File: src/rtl/cla_pkg.sv
// Shared definitions for the byte-serial carry-lookahead adder.
package cla_pkg;

    // Width of the single carry-lookahead slice that is time-shared across lanes.
    localparam int SLICE_W = 8;

    // Controller states: waiting for operands, stepping slices, holding the result.
    typedef enum logic [1:0] {
        IDLE = 2'd0,
        RUN  = 2'd1,
        DONE = 2'd2
    } state_t;

    // Number of byte lanes processed for an operand of the given width.
    function automatic int nslice(input int width);
        return width / SLICE_W;
    endfunction

endpackage

File: src/rtl/cla8_slice.sv
// Combinational 8-bit carry-lookahead adder slice.
// Every internal carry is a flat sum-of-products of generate/propagate terms
// and the slice carry-in, so no carry ripples from bit to bit.
module cla8_slice (
    input  logic [7:0] a,
    input  logic [7:0] b,
    input  logic       cin,
    output logic [7:0] s,
    output logic       cout
);

    logic [7:0] g;
    logic [7:0] p;
    logic [8:0] c;
    logic       acc;
    logic       pp;

    // Expand each carry c[i+1] = g[i] | p[i]g[i-1] | ... | p[i..0]cin.
    always_comb begin
        g    = a & b;
        p    = a ^ b;
        c    = '0;
        acc  = 1'b0;
        pp   = 1'b1;
        c[0] = cin;
        for (int i = 0; i < 8; i++) begin
            acc = g[i];
            pp  = p[i];
            for (int j = i - 1; j >= 0; j--) begin
                acc = acc | (pp & g[j]);
                pp  = pp & p[j];
            end
            acc      = acc | (pp & cin);
            c[i + 1] = acc;
        end
    end

    assign s    = p ^ c[7:0];
    assign cout = c[8];

endmodule

File: src/rtl/cla_seq_adder.sv
// Multi-cycle WIDTH-bit adder/subtractor built around one shared 8-bit CLA
// slice. Bytes are processed least-significant first; the carry between
// slices lives in carry_q. Each slice is held on the CLA inputs for SETTLE
// cycles before its sum and carry are captured.
module cla_seq_adder
    import cla_pkg::*;
#(
    parameter int WIDTH  = 32,
    parameter int SETTLE = 2
) (
    input  logic             clk,
    input  logic             rst,
    input  logic             in_valid,
    output logic             in_ready,
    input  logic [WIDTH-1:0] a,
    input  logic [WIDTH-1:0] b,
    input  logic             cin,
    input  logic             sub,
    output logic             out_valid,
    input  logic             out_ready,
    output logic [WIDTH-1:0] sum,
    output logic             cout,
    output logic             overflow
);

    localparam int NSLICE = nslice(WIDTH);
    localparam int IDX_W  = (NSLICE > 1) ? $clog2(NSLICE) : 1;
    localparam int CNT_W  = (SETTLE > 1) ? $clog2(SETTLE) : 1;

    localparam logic [IDX_W-1:0] LAST_IDX = IDX_W'(NSLICE - 1);
    localparam logic [CNT_W-1:0] CNT_LOAD = CNT_W'(SETTLE - 1);

    state_t             state_q, state_d;
    logic [IDX_W-1:0]   slice_idx_q, slice_idx_d;
    logic [CNT_W-1:0]   settle_cnt_q, settle_cnt_d;
    logic [WIDTH-1:0]   a_q, a_d;
    logic [WIDTH-1:0]   b_eff_q, b_eff_d;
    logic [WIDTH-1:0]   sum_q, sum_d;
    logic               carry_q, carry_d;
    logic               ovf_q, ovf_d;

    logic [SLICE_W-1:0] slice_a;
    logic [SLICE_W-1:0] slice_b;
    logic [SLICE_W-1:0] slice_s;
    logic               slice_co;

    // The only CLA in the design; its inputs come from the byte mux below.
    cla8_slice u_slice (
        .a    (slice_a),
        .b    (slice_b),
        .cin  (carry_q),
        .s    (slice_s),
        .cout (slice_co)
    );

    // Byte mux: select lane slice_idx of the latched operands.
    always_comb begin
        slice_a = '0;
        slice_b = '0;
        for (int i = 0; i < NSLICE; i++) begin
            if (slice_idx_q == IDX_W'(i)) begin
                slice_a = a_q[i*SLICE_W +: SLICE_W];
                slice_b = b_eff_q[i*SLICE_W +: SLICE_W];
            end
        end
    end

    // Next-state logic: operand latch, settle countdown, slice capture and handshakes.
    always_comb begin
        state_d      = state_q;
        slice_idx_d  = slice_idx_q;
        settle_cnt_d = settle_cnt_q;
        a_d          = a_q;
        b_eff_d      = b_eff_q;
        sum_d        = sum_q;
        carry_d      = carry_q;
        ovf_d        = ovf_q;

        case (state_q)
            IDLE: begin
                if (in_valid && in_ready) begin
                    // Subtraction is a + ~b + 1: invert b and seed the carry with 1.
                    a_d          = a;
                    b_eff_d      = sub ? ~b : b;
                    carry_d      = sub ? 1'b1 : cin;
                    slice_idx_d  = '0;
                    settle_cnt_d = CNT_LOAD;
                    state_d      = RUN;
                end
            end

            RUN: begin
                if (settle_cnt_q != '0) begin
                    settle_cnt_d = settle_cnt_q - 1'b1;
                end else begin
                    // Last settle cycle of this slice: capture its sum byte and carry.
                    for (int i = 0; i < NSLICE; i++) begin
                        if (slice_idx_q == IDX_W'(i)) begin
                            sum_d[i*SLICE_W +: SLICE_W] = slice_s;
                        end
                    end
                    carry_d = slice_co;
                    if (slice_idx_q == LAST_IDX) begin
                        // slice_s[MSB] is the result sign bit at the final capture.
                        ovf_d   = (a_q[WIDTH-1] == b_eff_q[WIDTH-1]) &&
                                  (slice_s[SLICE_W-1] != a_q[WIDTH-1]);
                        state_d = DONE;
                    end else begin
                        slice_idx_d  = slice_idx_q + 1'b1;
                        settle_cnt_d = CNT_LOAD;
                    end
                end
            end

            DONE: begin
                if (out_ready) begin
                    state_d = IDLE;
                end
            end

            default: begin
                state_d = IDLE;
            end
        endcase
    end

    // Control and visible result state; reset discards any in-flight operation.
    always_ff @(posedge clk or posedge rst) begin
        if (rst) begin
            state_q      <= IDLE;
            slice_idx_q  <= '0;
            settle_cnt_q <= '0;
            sum_q        <= '0;
            carry_q      <= 1'b0;
            ovf_q        <= 1'b0;
        end else begin
            state_q      <= state_d;
            slice_idx_q  <= slice_idx_d;
            settle_cnt_q <= settle_cnt_d;
            sum_q        <= sum_d;
            carry_q      <= carry_d;
            ovf_q        <= ovf_d;
        end
    end

    // Operand registers; only meaningful after an accept, so they need no reset.
    always_ff @(posedge clk) begin
        a_q     <= a_d;
        b_eff_q <= b_eff_d;
    end

    // Ready is suppressed while reset is asserted so nothing is offered during reset.
    assign in_ready  = (state_q == IDLE) && !rst;
    assign out_valid = (state_q == DONE);
    assign sum       = sum_q;
    assign cout      = carry_q;
    assign overflow  = ovf_q;

endmodule
File: config.mk
export PLATFORM = sky130hd
export DESIGN_NAME = cla_seq_adder
export DESIGN_NICKNAME = d
export VERILOG_FILES = /design/src/rtl/cla_pkg.sv /design/src/rtl/cla8_slice.sv /design/src/rtl/cla_seq_adder.sv
export SDC_FILE = /design/constraint.sdc
export NUM_CORES = 1
export LEC_CHECK = 0
export ABC_AREA = 1
export CAP_MARGIN = 20
export CORE_MARGIN = 3
export CORE_UTILIZATION = 51
export CTS_CLUSTER_SIZE = 25
export DETAILED_ROUTE_END_ITERATION = 7
export HOLD_SLACK_MARGIN = 0.12
export PLACE_DENSITY_LB_ADDON = 0.15
export SYNTH_ARGS = -nofsm -noshare
export SYNTH_HDL_FRONTEND = slang
export SYNTH_HIERARCHICAL = 1
export SYNTH_SLANG_ARGS = --single-unit
File: constraint.sdc
create_clock -name clk -period 3.1 [get_ports clk]
set_input_delay 0.31 -clock clk [delete_from_list [all_inputs] [get_ports clk]]
set_output_delay 0.31 -clock clk [all_outputs]
set_load 0.01 [all_outputs]
==> flow_summary.toml <==
[logic_synthesis]
synth_area_leaders = "edfxtp_1 (40%), dfrtp_1 (20%), nand2_1 (10%)"
yosysSeqAreaShare = 0.5966
ys_ff_latch = 103
syn-cell-area_sq_um = 4857
syn_nets = 538
synthCells = 454
async_flop_share = 0.3786
synth_cell_type_count = 30
synth_edf_count = 64
synth_top_area_frac = 0.3957
ys_warn_count = 6
synth_top_flop_cell = "edfxtp_1"
synth_top_area_cell = "edfxtp_1"
avgSynthCellArea_sq_um = 10.70

[critical_path]
path_cells = "inv_1, ha_2, clkinvlp_4, clkbuf_2, o211ai_1, nand2_1, ha_1, nand2_2, o21ai_1, inv_1, nand2_2, nand2_2, nand2_2, nand2_1, nand2_1, nand2_1, nor2_1, a21oi_1, o21ai_0"
cp_max_fo = 7
slowest_delay_ns = 0.44
critPathArrivalTime_ns = 3.15
cp_slowest_cell = "dfrtp_1"
critPathCaptureType = "register"
critPathTopFamily = "simple AND/OR/NAND/NOR gates"
worstSetupPathType = "register to register"
cp-start-kind = "register"
cp_num_buf_inv = 4
cp.required_ns = 3.38

[run]
maxCapViolCount = 0

[global_routing]
grt_overflow = 0
grt_pass1_vias = 3478
grt_util_met1 = 0.2475
grt_pass1_wl_mm = 16.64
grt_max_degree = 65
met2_usage = 0.3224
grt_use_met3 = 0.03669
grt-busiest-layer = "met2"
antenna_found_initial = 0
grt_use_total = 0.1925

[clocking]
numCtsBuffers = 9
root_buffer = "clkbuf_8"
ctsLongestPathBuffers = 2
htreeDepth = 3
clk_latency_ns = 0.37
cts_tree = "yes"
clk_pin_slew_ns = 0.10
cts.sinks = 103
cts_hold_buf = 0

[floorplan]
row_count = 34
start_util = 0.5411
die_h_microns = 103.6
io_pins = 106
fp.dieArea_sq_um = 10730
die_w_microns = 103.6
core_sq_um = 8976

[routing]
drt_wl_total_mm = 10.28
wl_per_cell_microns = 14.76
drc = 0
drt_iter0_markers = 188
postRouteAntennaNets = 0
via_count = 3560
vias_per_cell = 5.115
dr.pass1.iters = 4

[timing]
slew_headroom = 0.3864
worst_slew_pin_slew_ns = 0.9204
setup_viol = 0
fmax_mhz = 349.1
hold_viol = 0
fin_crit_ns = 2.865
fin_crit_sh = 0.9240
final.setup.worst_slack_ns = 0.2355
finalMaxSlewViolations = 0
finClkSkew_ns = 0.01229

[power_and_ir_drop]
ir_drop_v = 0.0003673
p_leak_nw = 2.644
powerDensity_nw_per_um2 = 902.2

[status]
status = "complete, no violations"

[hold_path]
hold_class = "input pin to async pin"

[finish]
syn_to_final_growth_pct = 29.91
num_antenna_cells = 0
nFillCells = 672
stdcell_count = 696
drive_gt1_frac = 0.1035
nNetsFinal = 649

[placed_design]
gp_congestion = 0.8580
dpl.hpwl_mm = 7.720
dp_cells = 674
numPortBuffers = 105
dpl_worst_slack_ns = 0.2218
==> sequential cells by signal (all words and copies together), names as in the netlist <==
signal / count
a_q: 32
b_eff_q: 32
sum: 32
slice_idx_q: 2
state_q: 2
cout: 1
overflow: 1
settle_cnt_q: 1
==> timing repair <==
| action | CTS | global route |
|---|---|---|
| setup buffers | 0 | 6 |
| gates resized for setup | 0 | 5 |
| endpoints found under the setup margin | 0 | 11 |
==> layout make-up <==
type / instances / area, sq um / area share
Clock buffer: 9 / 123.9 / 0.01963
Clock inverter: 7 / 78.83 / 0.01249
Inverter: 37 / 150.1 / 0.02380
Multi-Input combinational cell: 297 / 1743 / 0.2762
Sequential cell: 103 / 2898 / 0.4593
Tap cell: 126 / 157.7 / 0.02499
Timing Repair Buffer: 117 / 1159 / 0.1836
==> layer usage <==
metal	vias up	wire length (microns)
li1	1743	-
met1	1669	4309
met2	129	5121
met3	19	617
met4	0	226
met5	-	0
==> through the flow <==
step | utilization | instance area [sq um] | total power, mW | TNS, ns | hold WS (ns)
after floorplan | - | 4861 | 3.799 | 0 | 0.4089
after global placement | 0.6703 | 6017 | 4.681 | 0 | 0.4667
after detailed placement | 0.6703 | 6017 | 4.760 | 0 | 0.4731
after CTS | 0.6929 | 6220 | 5.602 | 0 | 0.4496
after global routing | 0.7030 | 6310 | 6.144 | -0.001774 | 0.4793
final | 0.7030 | 6310 | 5.693 | 0 | 0.4347
==> cells in the final DEF, fill, tap and decap left out, drive strengths merged, types with 2 or more instances in the layout <==
cell type      count
nand2            139
clkdlybuf4s50    104
edfxtp            64
dfrtp             39
o21ai             37
inv               36
xor2              34
a21oi             20
o211ai            16
nand3             16
nor2              14
ha                13
buf               12
clkbuf            10
clkinvlp           4
nand4              3
clkinv             3
xnor2              2
==> worst paths after layout <==
check                                            from                     end  slack [ns]  cells after the start
setup / recovery           slice_idx_q[0]$_DFFE_PP0P_    overflow$_DFFE_PP0P_        0.24                     19
hold / removal                                    rst  state_q[0]$_DFFE_PP0P_        0.43                      3
setup reg to reg           slice_idx_q[0]$_DFFE_PP0P_    overflow$_DFFE_PP0P_        0.24                     19
hold reg to reg                   sum[16]$_DFFE_PP0P_     sum[16]$_DFFE_PP0P_        0.49                      2
max in group asynchronous                         rst      sum[6]$_DFFE_PP0P_        2.32                      3
min in group clk                                 a[7]        a_q[7]$_DFFE_PP_        0.49                      1
==> tightest hold or removal path, delay by kind of cell <==
kind                   cells  cell delay (ns)
buffers and inverters      3             0.94
==> where the power goes <==
part | total [mW] | internal [mW] | switching, mW
Combinational | 2.90 | 1.19 | 1.71
Clock | 0.849 | 0.383 | 0.466
Sequential | 1.94 | 1.78 | 0.160
Total | 5.69 | 3.36 | 2.34
==> cells by family after synthesis <==
| logic type | share of synthesized area |
|---|---|
| buffers and inverters | 0.05023 |
| AO/OA/AOI/OAI | 0.09119 |
| adder cells (fa/ha/maj) | 0.03761 |
| AND/OR/NAND/NOR | 0.1595 |
| XOR/XNOR | 0.06492 |
| flip-flops | 0.5966 |
==> synthesized netlist by cell type, drive strengths merged (2+ instances only) <==
master and n:
clkinv 2, edfxtp 64, clkbuf 2, ha 13, nand3 16, nand2 139, inv 35, nor2 14
buf 15, xnor2 2, o211ai 16, o21ai 37, xor2 34, a21oi 20, dfrtp 39, nand4 3
(Power assumes the default switching activity.)
